==> config.mk <==
export PLATFORM = sky130hd
export DESIGN_NAME = pyramid_level_arbiter_flat
export DESIGN_NICKNAME = d
export VERILOG_FILES = /design/src/rtl/pyramid_level_arbiter_if.sv /design/src/rtl/pyramid_level_arbiter.sv /design/src/flat_wrapper.sv
export SDC_FILE = /design/constraint.sdc
export NUM_CORES = 1
export LEC_CHECK = 0
export CAP_MARGIN = 25
export CORE_AREA = 2 2 171 173
export CTS_BUF_LIST = sky130_fd_sc_hd__clkbuf_16
export CTS_CLUSTER_SIZE = 20
export DETAILED_ROUTE_END_ITERATION = 8
export DIE_AREA = 0 0 173 175
export PLACE_DENSITY = 0.6
export SLEW_MARGIN = 10
export SYNTH_ARGS = -nofsm -noshare
export SYNTH_HDL_FRONTEND = slang
export SYNTH_SLANG_ARGS = --single-unit
==> constraint.sdc <==
create_clock -name clk -period 8 [get_ports clk]
set_clock_uncertainty 0.2 [all_clocks]
set_input_delay 1.6 -clock clk [delete_from_list [all_inputs] [get_ports clk]]
set_output_delay 1.6 -clock clk [all_outputs]
set_load 0.02 [all_outputs]
==> src/rtl/pyramid_level_arbiter_if.sv <==
// Per-level pixel inputs and the merged, level-tagged pixel output of the pyramid arbiter.
// The slave modport is the arbiter's view; the master modport is the view of whatever drives it.
interface pyramid_level_arbiter_if #(
  parameter int DATA_WIDTH = 8,
  parameter int LEVELS     = 15,
  parameter int LEVEL_BITS = 4
);
  logic [LEVELS-1:0]            in_valid;
  logic [DATA_WIDTH*LEVELS-1:0] pyramid_pixels;
  logic [LEVELS-1:0]            in_ready;
  logic                         out_valid;
  logic                         out_ready;
  logic [DATA_WIDTH-1:0]        out_pixel;
  logic [LEVEL_BITS-1:0]        out_level;

  modport slave (
    input  in_valid, pyramid_pixels, out_ready,
    output in_ready, out_valid, out_pixel, out_level
  );

  modport master (
    output in_valid, pyramid_pixels, out_ready,
    input  in_ready, out_valid, out_pixel, out_level
  );
endinterface

==> src/rtl/pyramid_level_arbiter.sv <==
// Round-robin burst arbiter merging per-level pyramid pixel streams into one registered,
// level-tagged stream; a granted level keeps ownership for up to BURST beats.
module pyramid_level_arbiter #(
  parameter int DATA_WIDTH = 8,
  parameter int LEVELS     = 15,
  parameter int LEVEL_BITS = 4,
  parameter int BURST      = 4
) (
  input  logic                   clk,
  input  logic                   rst,
  pyramid_level_arbiter_if.slave bus
);

  localparam int CNT_BITS = $clog2(BURST) + 1;

  localparam logic [0:0] S_IDLE  = 1'b0;
  localparam logic [0:0] S_BURST = 1'b1;

  logic [0:0]            state;
  logic [LEVEL_BITS-1:0] cur;
  logic [LEVEL_BITS-1:0] ptr;
  logic [CNT_BITS-1:0]   cnt;

  logic                  load_en;
  logic                  win_found;
  logic [LEVEL_BITS-1:0] win;
  logic [LEVEL_BITS-1:0] sel;
  logic                  xfer;
  int                    idx;

  // Increment that wraps at LEVELS-1 so a non-power-of-two LEVELS never yields an out-of-range index.
  function automatic logic [LEVEL_BITS-1:0] next_level(input logic [LEVEL_BITS-1:0] l);
    return (int'(l) == LEVELS - 1) ? '0 : l + 1'b1;
  endfunction

  always_comb begin
    // NOTE: every output of this block gets a default first so no path leaves one unassigned (no latch).
    load_en   = !bus.out_valid || bus.out_ready;
    win_found = 1'b0;
    win       = '0;
    idx       = 0;
    bus.in_ready = '0;

    for (int k = 0; k < LEVELS; k++) begin
      idx = int'(ptr) + k;
      if (idx >= LEVELS) idx = idx - LEVELS;
      if (!win_found && bus.in_valid[idx]) begin
        win_found = 1'b1;
        win       = LEVEL_BITS'(idx);
      end
    end

    if (!rst) begin
      if (state == S_IDLE) begin
        if (win_found) bus.in_ready[win] = load_en;
      end else begin
        bus.in_ready[cur] = load_en;
      end
    end

    sel  = (state == S_IDLE) ? win : cur;
    xfer = |(bus.in_valid & bus.in_ready);
  end

  // NOTE: sequential state uses non-blocking assignments so every register samples pre-edge values.
  always_ff @(posedge clk) begin
    if (rst) begin
      bus.out_valid <= 1'b0;
      bus.out_pixel <= '0;
      bus.out_level <= '0;
      state         <= S_IDLE;
      cur           <= '0;
      cnt           <= '0;
      ptr           <= '0;
    end else begin
      if (load_en) begin
        bus.out_valid <= xfer;
        if (xfer) begin
          bus.out_pixel <= bus.pyramid_pixels[sel*DATA_WIDTH +: DATA_WIDTH];
          bus.out_level <= sel;
        end
      end

      if (state == S_IDLE) begin
        if (xfer) begin
          cur <= win;
          cnt <= CNT_BITS'(1);
          if (BURST == 1) ptr <= next_level(win);
          else            state <= S_BURST;
        end
      end else begin
        if (xfer) begin
          if (cnt == CNT_BITS'(BURST - 1)) begin
            ptr   <= next_level(cur);
            state <= S_IDLE;
          end else begin
            cnt <= cnt + 1'b1;
          end
        end else if (!bus.in_valid[cur] && load_en) begin
          // Owner dropped valid: give up the grant, costing one bubble cycle.
          ptr   <= next_level(cur);
          state <= S_IDLE;
        end
      end
    end
  end

endmodule

==> src/flat_wrapper.sv <==
// flat-port wrapper written by rule: the top's interface ports become plain ports
module pyramid_level_arbiter_flat 
#(
  parameter int DATA_WIDTH = 8,
  parameter int LEVELS     = 15,
  parameter int LEVEL_BITS = 4,
  parameter int BURST      = 4
)
  (clk, rst, bus_in_valid, bus_pyramid_pixels, bus_out_ready, bus_in_ready, bus_out_valid, bus_out_pixel, bus_out_level);
  pyramid_level_arbiter_if #(.DATA_WIDTH(DATA_WIDTH), .LEVELS(LEVELS), .LEVEL_BITS(LEVEL_BITS)) bus_i ();
  input  logic clk;
  input  logic rst;
  input wire logic [$bits(bus_i.in_valid)-1:0] bus_in_valid;
  input wire logic [$bits(bus_i.pyramid_pixels)-1:0] bus_pyramid_pixels;
  input wire logic [$bits(bus_i.out_ready)-1:0] bus_out_ready;
  output wire logic [$bits(bus_i.in_ready)-1:0] bus_in_ready;
  output wire logic [$bits(bus_i.out_valid)-1:0] bus_out_valid;
  output wire logic [$bits(bus_i.out_pixel)-1:0] bus_out_pixel;
  output wire logic [$bits(bus_i.out_level)-1:0] bus_out_level;
  assign bus_i.in_valid = bus_in_valid;
  assign bus_i.pyramid_pixels = bus_pyramid_pixels;
  assign bus_i.out_ready = bus_out_ready;
  assign bus_in_ready = bus_i.in_ready;
  assign bus_out_valid = bus_i.out_valid;
  assign bus_out_pixel = bus_i.out_pixel;
  assign bus_out_level = bus_i.out_level;
  pyramid_level_arbiter #(.DATA_WIDTH(DATA_WIDTH), .LEVELS(LEVELS), .LEVEL_BITS(LEVEL_BITS), .BURST(BURST)) u_core (.clk(clk), .rst(rst), .bus(bus_i));
endmodule
==> metrics.yaml, run 1 <==
period_minus_slack_ps: 7840
synth_area_leader_cell: "mux2i_1"
clockBufferDepth: 2
syn-mean-instance-area_um2: 7.06
hold_depth: 2
syn_inst: 1509
seq_area_frac_synth_pct: 4.70
slew_headroom_pct: 36.3
rows: 62
clock.fmax_ghz: 0.128
yosys-top-cells-area: "mux2i_1 (12%), a21oi_1 (6.0%), dfxtp_1 (4.7%)"
die_height_um: 175
synthesis.area_mm2: 0.0107
grt_overflow: 0
cts_tree: "yes"
max_cap_viol_count: 0
gp_congestion: 1.01
drt_iter0_drc: 1849
yosysTopAreaCellShare_pct: 11.9
grt_usage_pct: 32.1
grt_pass1_wl_um: 77200
final_cell_count_no_fill: 2077
core_area_mm2: 0.0284
hpwl_um: 39600
clk_pin_slew_ps: 80
drive_gt1_share_pct: 17.4
ys_ff_latch: 25
reg2regPathDepth: 24
async_flop_share_pct: 0
hold_viol_final: 0
first_pass_iters: 6
yosysMostFrequentCell: "nor2_1"
die_area_mm2: 0.0303
initial_core_util_pct: 37.5
crit_required_ps: 6200
start_kind: "input port"
hp-class: "reg2reg"
vdd_ir_drop_max_uv: 177
switching_power_w: 0.00163
worst_pin_slew_ps: 954
final_area_mm2: 0.0136
synth_edf_count: 0
cts_made_buffers: 3
postCtsHoldBufs: 0
end_kind: "output pin"
vias: 13700
synth.distinct_cells: 126
antennaDiodeCount: 0
antenna_found_initial: 0
numPlacedInstances: 2068
p_comb_share_pct: 88.7
postRouteAntennaNets: 0
cts.sinks: 25
syn2layout_area_growth_pct: 27.2
reg2reg_setup_slack_ps: 970
p_per_area_mw_per_mm2: 220
drc_errors: 0
avgViaCountPerCell: 6.60
holdWs_ps: 246
p_leak_nw: 5.24
run_status: "completed"
wl_um: 51200
crit_type: "in2out"
cts_root_buf: "clkbuf_16"
syn_nets: 1665
grt_max_degree: 59
fin_crit_sh_pct: 98.0
crit_fanout: 9
grt_pass1_vias: 12628
swShare_pct: 54.7
io_pins: 166
ys_top_cells_by_count: "nor2_1 (133), a21oi_1 (128), mux2i_1 (127), nand2_1 (127), o21ai_0 (83)"
yosys_warnings: 0
fin_nets: 1850
die_x_um: 173
p_int_w: 0.00135
htree_levels: 1
ys.flop_type: "dfxtp_1"
placed_cell_area_mm2: 0.0133
power_frac_clock_pct: 4.1
power_frac_seq_pct: 7.2
final_util_pct: 47.7
setup-violations-final: 0
insertion_delay_ps: 270
arrival_ps: 6040
wl_per_cell_um: 24.6
slew_viol_final: 0
io_buffer_count: 165
==> layout by cell type, fill, tap and decap left out, types with 9 or more instances in the layout <==
master | synthesis | layout
a211oi_1 | 25 | 24
a21o_1 | 14 | 14
a21oi_1 | 128 | 128
a22o_1 | 13 | 13
a22oi_1 | 19 | 19
a31oi_1 | 27 | 27
a32oi_1 | 9 | 9
and2_1 | 19 | 19
and3_1 | 9 | 9
buf_12 | 0 | 11
buf_4 | 20 | 147
clkdlybuf4s50_1 | 0 | 159
dfxtp_1 | 25 | 22
ha_1 | 18 | 13
inv_1 | 30 | 29
mux2_2 | 35 | 35
mux2i_1 | 127 | 126
nand2_1 | 127 | 127
nand2b_1 | 23 | 23
nand3_1 | 46 | 46
nand4_1 | 10 | 10
nor2_1 | 133 | 132
nor2b_1 | 20 | 19
nor3_1 | 38 | 36
o211ai_1 | 31 | 31
o21a_1 | 10 | 10
o21ai_0 | 83 | 82
o21ai_1 | 12 | 13
o221ai_1 | 14 | 14
o22ai_1 | 23 | 22
o32ai_1 | 10 | 10
or3_1 | 12 | 12
xnor2_1 | 26 | 26
==> kinds of logic after synthesis <==
logic type | synth area share [%]
simple gates | 23.7
flops | 4.70
compound gates | 39.3
xor+xnor | 3.62
mux | 17.5
buf+inv | 8.96
fa+ha+maj | 2.11
==> worst paths after layout <==
path / startpoint / to
setup / recovery: bus_in_valid[6] / bus_in_ready[2]
hold / removal: u_core.bus.out_level[3]$_SDFFE_PP0P_ / u_core.bus.out_level[3]$_SDFFE_PP0P_
setup reg to reg: u_core.ptr[2]$_SDFFE_PP0P_ / u_core.ptr[1]$_SDFFE_PP0P_
hold reg to reg: u_core.bus.out_level[3]$_SDFFE_PP0P_ / u_core.bus.out_level[3]$_SDFFE_PP0P_
==> worst max-delay path, stage by stage <==
cell and delay [ps]:
clkdlybuf4s50_1 560, mux2i_1 420, mux2i_1 140, a221o_1 440
a211oi_2 260, nand4_1 300, buf_6 250, nor4_4 340
buf_4 180, a22oi_1 70, a31oi_1 200, buf_4 200
inv_1 100, and2_1 200, a22o_1 220, clkdlybuf4s50_1 540
==> power by group through the flow <==
| stage | logic [W] | registers, W | clock network, W |
|---|---|---|---|
| 3_3_place_gp | 0.00256 | 0.000213 | 0 |
| 6_report | 0.00265 | 0.000214 | 0.000124 |
| 5_1_grt | 0.00283 | 0.000221 | 0.000134 |
| 3_5_place_dp | 0.00255 | 0.000215 | 0 |
| 2_1_floorplan | 0.00176 | 0.000193 | 0 |
| 4_1_cts | 0.00256 | 0.000213 | 0.000126 |
==> flip-flops by register name, indices dropped and copies added (netlist names) <==
register,flops
u_core.cur,4
u_core.bus.out_pixel,8
u_core.state,1
u_core.ptr,4
u_core.cnt,3
u_core.bus.out_valid,1
u_core.bus.out_level,4
==> area by class of cell <==
class,instances,area [um^2]
Clock inverter,1,8.76
Timing Repair Buffer,325,3010
Clock buffer,3,75.1
Tap cell,384,480
Sequential cell,25,507
Fill cell,2889,14800
Multi-Input combinational cell,1305,9340
Inverter,34,131
==> layer usage <==
layer,track usage (%),part of all wire (%),wire [um],vias up
met5,0,0,0,-
met4,14.8,5.4,2740,0
met3,6.42,12,6090,163
met2,48.7,42,21600,915
met1,43.6,40,20700,6446
li1,-,-,-,6176
==> metrics by stage <==
stage	setup slack (ps)	power [W]	TNS, ps
2_1_floorplan	811	0.00196	0
3_3_place_gp	107	0.00277	0
3_5_place_dp	135	0.00276	0
4_1_cts	19.5	0.00290	0
5_1_grt	-45.0	0.00318	-158
6_report	163	0.00299	0
==> timing repair <==
| item | CTS | global route |
|---|---|---|
| pin swaps | 0 | 3 |
| endpoints found under the setup margin | 7 | 15 |
| endpoints found under the hold margin | 0 | 0 |
| resized for setup | 1 | 36 |
| setup buffers | 0 | 5 |
(Power assumes the default switching activity.)
==> run 2: changes to the inputs <==
Settings changed: CTS_CLUSTER_SIZE 20 to default.
==> results of run 2 <==
No change in the layout: final DEF, timing and power equal those of run 1.
